==> config.mk <==
export PLATFORM = sky130hd
export DESIGN_NAME = nm_sparse_mac_pe
export DESIGN_NICKNAME = d
export VERILOG_FILES = /design/src/rtl/nm_sparse_pkg.sv /design/src/rtl/nm_mask_decoder.sv /design/src/rtl/nm_sparse_mac_pe.sv
export SDC_FILE = /design/constraint.sdc
export NUM_CORES = 1
export LEC_CHECK = 0
export CELL_PAD_IN_SITES_DETAIL_PLACEMENT = 1
export CELL_PAD_IN_SITES_GLOBAL_PLACEMENT = 1
export CORE_MARGIN = 10
export CORE_UTILIZATION = 45
export CTS_CLUSTER_SIZE = 30
export DETAILED_ROUTE_END_ITERATION = 16
export DONT_BUFFER_PORTS = 1
export PLACE_DENSITY = 0.85
export REMOVE_ABC_BUFFERS = 1
export SETUP_SLACK_MARGIN = 0.2
export SYNTH_ARGS = -nofsm -noshare
export SYNTH_HDL_FRONTEND = slang
export SYNTH_SLANG_ARGS = --single-unit
==> constraint.sdc <==
create_clock -name gated_clk -period 4.2 [get_ports gated_clk]
set_clock_uncertainty 0.1 [all_clocks]
set_input_delay 0.63 -clock gated_clk [delete_from_list [all_inputs] [get_ports gated_clk]]
set_output_delay 0.63 -clock gated_clk [all_outputs]
set_load 0.02 [all_outputs]
==> src/rtl/nm_sparse_pkg.sv <==
// Shared types and helpers for the N:M structured-sparse MAC processing element.
// Imported by the mask decoder and the PE top.
package nm_sparse_pkg;

    typedef enum logic [1:0] {
        ST_IDLE  = 2'd0,
        ST_RUN   = 2'd1,
        ST_DRAIN = 2'd2,
        ST_OUT   = 2'd3
    } pe_state_e;

    localparam int POP_W = 64;

    // A one-position group still needs a 1-bit index field.
    function automatic int idx_bw(input int m);
        return (m > 1) ? $clog2(m) : 1;
    endfunction

    function automatic int lane_sum_bw(input int bw, input int lanes);
        return 2 * bw + $clog2(lanes);
    endfunction

    function automatic int popcount(input logic [POP_W-1:0] v);
        int c;
        c = 0;
        for (int i = 0; i < POP_W; i++) begin
            c += int'(v[i]);
        end
        return c;
    endfunction

endpackage

==> src/rtl/nm_mask_decoder.sv <==
// Combinational N:M mask decoder: k-th set bit of the mask becomes slot k.
// Surplus set bits are ignored; missing ones leave slots invalid.
module nm_mask_decoder
    import nm_sparse_pkg::*;
#(
    parameter  int M      = 4,
    parameter  int NNZ    = 2,
    localparam int IDX_BW = idx_bw(M)
) (
    input  logic [M-1:0]                 mask_i,
    output logic [NNZ-1:0][IDX_BW-1:0]   slot_idx_o,
    output logic [NNZ-1:0]               slot_valid_o,
    output logic                         mask_err_o
);

    always_comb begin : decode
        int cnt;
        slot_idx_o   = '0;
        slot_valid_o = '0;
        cnt          = 0;
        for (int b = 0; b < M; b++) begin
            if (mask_i[b]) begin
                for (int k = 0; k < NNZ; k++) begin
                    if (cnt == k) begin
                        slot_idx_o[k]   = IDX_BW'(b);
                        slot_valid_o[k] = 1'b1;
                    end
                end
                cnt++;
            end
        end
    end

    assign mask_err_o = (popcount(POP_W'(mask_i)) != NNZ);

endmodule

==> src/rtl/nm_sparse_mac_pe.sv <==
// N:M structured-sparse MAC processing element with two-stage accumulate
// pipeline, valid/ready result port and a clock-enable request for its gate.
module nm_sparse_mac_pe
    import nm_sparse_pkg::*;
#(
    parameter  int BW      = 4,
    parameter  int PSUM_BW = 20,
    parameter  int NNZ     = 2,
    parameter  int M       = 4,
    parameter  int LANES   = 2,
    parameter  int SAT     = 0,
    localparam int IDX_BW  = idx_bw(M)
) (
    input  logic                    gated_clk,
    input  logic                    reset,
    input  logic                    cfg_valid,
    output logic                    cfg_ready,
    input  logic [NNZ*BW-1:0]       cfg_weights,
    input  logic [M-1:0]            cfg_mask,
    input  logic [PSUM_BW-1:0]      psum_in,
    input  logic                    act_valid,
    output logic                    act_ready,
    input  logic [LANES*BW-1:0]     act_data,
    input  logic [LANES*IDX_BW-1:0] act_idx,
    input  logic                    act_last,
    output logic [PSUM_BW-1:0]      psum_out,
    output logic                    psum_out_valid,
    input  logic                    psum_out_ready,
    output logic                    mask_err,
    output logic                    clk_en_req
);

    localparam int SUM_BW = lane_sum_bw(BW, LANES);

    pe_state_e state_q, state_d;

    logic [NNZ-1:0][BW-1:0]     w_q;
    logic [NNZ-1:0][IDX_BW-1:0] sidx_q;
    logic [NNZ-1:0][IDX_BW-1:0] dec_idx;
    logic [NNZ-1:0]             svld_q;
    logic [NNZ-1:0]             dec_vld;
    logic                       dec_err;
    logic                       mask_err_q;

    logic [PSUM_BW-1:0] acc_q, acc_d;
    logic [PSUM_BW-1:0] psum_out_q;
    logic [PSUM_BW:0]   acc_sum;
    logic               s1_valid_q;
    logic [SUM_BW-1:0]  s1_sum_q;
    logic [SUM_BW-1:0]  lane_sum;

    logic cfg_fire;
    logic act_fire;

    nm_mask_decoder #(
        .M   (M),
        .NNZ (NNZ)
    ) u_dec (
        .mask_i       (cfg_mask),
        .slot_idx_o   (dec_idx),
        .slot_valid_o (dec_vld),
        .mask_err_o   (dec_err)
    );

    assign cfg_ready = (state_q == ST_IDLE);
    assign act_ready = (state_q == ST_RUN);
    assign cfg_fire  = cfg_valid && cfg_ready;
    assign act_fire  = act_valid && act_ready;

    always_comb begin
        state_d = state_q;
        unique case (state_q)
            ST_IDLE:  if (cfg_valid)      state_d = ST_RUN;
            ST_RUN:   if (act_fire && act_last) state_d = ST_DRAIN;
            // Leave only once the last stage-1 sum has reached the accumulator.
            ST_DRAIN: if (!s1_valid_q)    state_d = ST_OUT;
            ST_OUT:   if (psum_out_ready) state_d = ST_IDLE;
            default:                      state_d = ST_IDLE;
        endcase
    end

    // Stage 1: index-matched lane products, duplicates both count.
    always_comb begin : lanes
        logic [2*BW-1:0] prod;
        lane_sum = '0;
        for (int l = 0; l < LANES; l++) begin
            prod = '0;
            for (int k = 0; k < NNZ; k++) begin
                if (svld_q[k] && (sidx_q[k] == act_idx[l*IDX_BW +: IDX_BW])) begin
                    prod = (2*BW)'(w_q[k]) * (2*BW)'(act_data[l*BW +: BW]);
                end
            end
            lane_sum = lane_sum + SUM_BW'(prod);
        end
    end

    // Stage 2: accumulate with optional saturation at all-ones.
    always_comb begin
        acc_sum = {1'b0, acc_q} + (PSUM_BW+1)'(s1_sum_q);
        acc_d   = acc_q;
        if (s1_valid_q) begin
            if ((SAT != 0) && acc_sum[PSUM_BW]) begin
                acc_d = '1;
            end else begin
                acc_d = acc_sum[PSUM_BW-1:0];
            end
        end
    end

    always_ff @(posedge gated_clk) begin
        if (reset) begin
            state_q    <= ST_IDLE;
            acc_q      <= '0;
            s1_valid_q <= 1'b0;
            s1_sum_q   <= '0;
            psum_out_q <= '0;
            mask_err_q <= 1'b0;
            w_q        <= '0;
            sidx_q     <= '0;
            svld_q     <= '0;
        end else begin
            state_q    <= state_d;
            s1_valid_q <= act_fire;
            if (act_fire) begin
                s1_sum_q <= lane_sum;
            end
            if (cfg_fire) begin
                acc_q      <= psum_in;
                w_q        <= cfg_weights;
                sidx_q     <= dec_idx;
                svld_q     <= dec_vld;
                mask_err_q <= dec_err;
            end else begin
                acc_q <= acc_d;
            end
            if ((state_q == ST_DRAIN) && (state_d == ST_OUT)) begin
                psum_out_q <= acc_q;
            end
        end
    end

    assign psum_out       = psum_out_q;
    assign psum_out_valid = (state_q == ST_OUT);
    assign mask_err       = mask_err_q;

    assign clk_en_req = reset
                      | ((state_q == ST_IDLE) & cfg_valid)
                      | ((state_q == ST_RUN) & act_valid)
                      | s1_valid_q
                      | (state_q == ST_DRAIN)
                      | (state_q == ST_OUT);

endmodule

==> metrics.cfg <==
[setup_path]
crit_chain=nand2_1 > fa_1 > inv_1 > fa_2 > ha_1 > a21o_1 > a21oi_2 > xor2_1 > o22ai_1 > ha_2 > nor3_1 > o211ai_1 > a31oi_1 > xor2_1 > o21ai_0
path_common_cell=xor2_1
critPathMaxStageDelay_ns=0.57
cp-startpoint=w_q[0]$_SDFFE_PP0P_
crit_path_end_kind=flip-flop
critPathKind=reg2reg
critPathArrivalTime_ns=3.96
cp_max_fo=5
cp.required_ns=4.32
reg2reg_from=w_q[0]$_SDFFE_PP0P_
worst_setup_path_start_kind=flip-flop
worst_path_max_delay_cell=fa_2

[detailed_routing]
routed.top_layer=met4
totalWireLength_mm=16.54
met2WireLength_mm=8.707
drc=0
met1_length_mm=6.894
detail_route.wl_per_cell_um=19.10
via_count=5031
firstDrtPassIters=6
drt.antenna.violating_nets=0
drtIter0Drc=207
route.met3.wl_um=674
viasPerCell=5.809

[clocking]
htree_levels=3
root_buffer=clkbuf_16
cts.clk_slew.worst_paths_ns=0.06
clock-sinks=67
cts_tree=built
cts_buffers=9
insertion_delay_ns=0.35
clockBufferDepth=2

[yosys]
synth_cells=704
ys_async_sr_fraction_pct=0
ys.warnings.count=0
syn_area_um2=5680
synth_area_leaders=dfxtp_1 24%, ha_1 16%, nand2_1 7.0%
synthTopCellsByCount=106 x nand2_1, 71 x ha_1, 67 x dfxtp_1
synth_ff_type=dfxtp_1
synth_edf_count=0
ys_seq_area_share_pct=23.61
synth_largest_area_cell=dfxtp_1
synth.most_common_cell=nand2_1
avgSynthCellArea_um2=8.069
synth_top_area_share_pct=23.61
ys_types=61
ys_ff_latch=67

[power]
p_total_w=0.001763
power.density_nw_per_um2=287.3
leakage_nw=2.694
peakVddDrop_v=0.0002071

[global_route]
grt_max_degree=59
grt_pass1_wl_mm=26.79
grt_pass1_vias=5367
antenna_found_initial=0
grt_use_total_pct=18.51
grt_overflow=0

[timing]
finalMaxSlewViolations=0
min_period_over_period_pct=91.48
rsz0062_at_grt=false
relSlewSlack_pct=43.46
fmax_mhz=260.3
finalCriticalPeriod_ns=3.842
finalHoldViolCount=0
fin_tns_setup_ns=0
finalSetupViolCount=0
tightest_slew_ns=0.8481

[die]
rows=40
initial_utilization_pct=46.71
die_w_um=132.4
core_um2=12160
chipHeight_um=132.4
fp.dieArea_um2=17520
io_pins=75

[final_layout]
antenna_cells=0
drive_gt1_share_pct=7.880
stdcell_area_um2=6137
area_growth_pct=8.040
nNetsFinal=833

[flow_run]
cap_violations=0

[placement]
dpl_cell_area_um2=5779
gp_congestion=0.8695
dp_hpwl_mm=12.75
port_buffers=0

[worst_hold_path]
min_from=reset
hp-class=in2reg

[outcome]
status=complete, no violations

## state kept, by name, summed over array words and instances, names as in the netlist
signal	flops
w_q	8
s1_valid_q	1
mask_err	1
acc_q	20
sidx_q	4
s1_sum_q	9
psum_out	20
svld_q	2
state_q	2
## repair_timing
action,4_1_cts,5_1_grt
hold buffers,0,0
setup endpoints to repair,3,3
buffers inserted,0,2
pin swaps,0,12
resized for setup,5,19
## worst max-delay path, delay by kind of cell (launching register included)
kind            cells  cell delay [ns]
compound gates      6             0.98
xor+xnor            2             0.35
fa+ha+maj           4             1.61
buf+inv             1             0.06
flops               1             0.38
simple gates        2             0.24
## routing by layer
metal / up-vias / global-route usage, %
li1: 2472 / -
met1: 2452 / 19.97
met2: 88 / 34.33
met3: 19 / 4.688
met4: 0 / 5.623
met5: - / 0
## worst paths after layout
path,slack [ns],cells after the start,endpoint
hold / removal,0.25,1,w_q[6]$_SDFFE_PP0P_
hold reg to reg,0.37,2,s1_sum_q[5]$_SDFFE_PP0P_
setup / recovery,0.36,15,s1_sum_q[7]$_SDFFE_PP0P_
setup reg to reg,0.36,15,s1_sum_q[7]$_SDFFE_PP0P_
## layout by cell type, fill, tap and decap left out, types with 4 or more instances in the layout
master,netlist,layout
nand2_1,106,106
ha_1,71,70
dfxtp_1,67,61
a21oi_1,60,55
and2_1,39,39
nor2_1,37,36
inv_1,34,34
o21ai_0,32,32
nand3_1,19,19
xor2_1,18,18
a211oi_1,15,14
fa_1,19,14
xnor2_1,12,12
buf_4,0,12
a21o_1,10,10
nor3_1,10,10
or3_1,9,9
clkbuf_16,0,9
and3_1,8,8
o22ai_1,8,8
nor2b_1,7,7
a22o_1,6,6
nand4_1,6,6
mux2i_1,6,6
nand2b_1,5,5
o21bai_1,5,5
a21oi_2,0,5
a31oi_1,5,5
nor4_1,5,5
a311oi_1,5,5
fa_2,0,5
a32oi_1,4,4
nor4b_1,4,4
dfxtp_4,0,4
## stage by stage
stage / worst slack (ns) / hold slack (ns) / instances / util (%)
2_1_floorplan: 0.3569 / 0.3291 / 670 / -
6_report: 0.3579 / 0.2545 / 866 / 50.46
3_3_place_gp: 0.1936 / 0.3470 / 848 / 47.52
5_1_grt: 0.1793 / 0.2353 / 866 / 50.46
4_1_cts: 0.2031 / 0.2360 / 864 / 49.90
3_5_place_dp: 0.01342 / 0.3592 / 848 / 47.52
## cells by family after synthesis
group	count (synthesis)	synth area share (%)
AO/OA/AOI/OAI	175	19.63
XOR/XNOR	30	4.626
multiplexers	6	1.057
AND/OR/NAND/NOR	267	23.06
adder cells (fa/ha/maj)	90	22.33
buffers and inverters	69	5.683
flip-flops	67	23.61
## report_power, final
part / switching, W / leakage [nW] / internal (W)
clock network: 0.000300 / 0.139 / 0.000415
logic: 0.000186 / 2.00 / 0.000133
registers: 0.0000549 / 0.551 / 0.000674
## cell type report
class / instances / area [µm²]
inverter: 35 / 131.4
clock buffer: 10 / 239.0
fill: 1491 / 6025
tap: 168 / 210.2
multi-input combinational: 568 / 4068
clock inverter: 6 / 40.04
sequential: 67 / 1359
timing repair buffer: 12 / 90.09
Note: power is estimated with default switching activity, not from simulation.
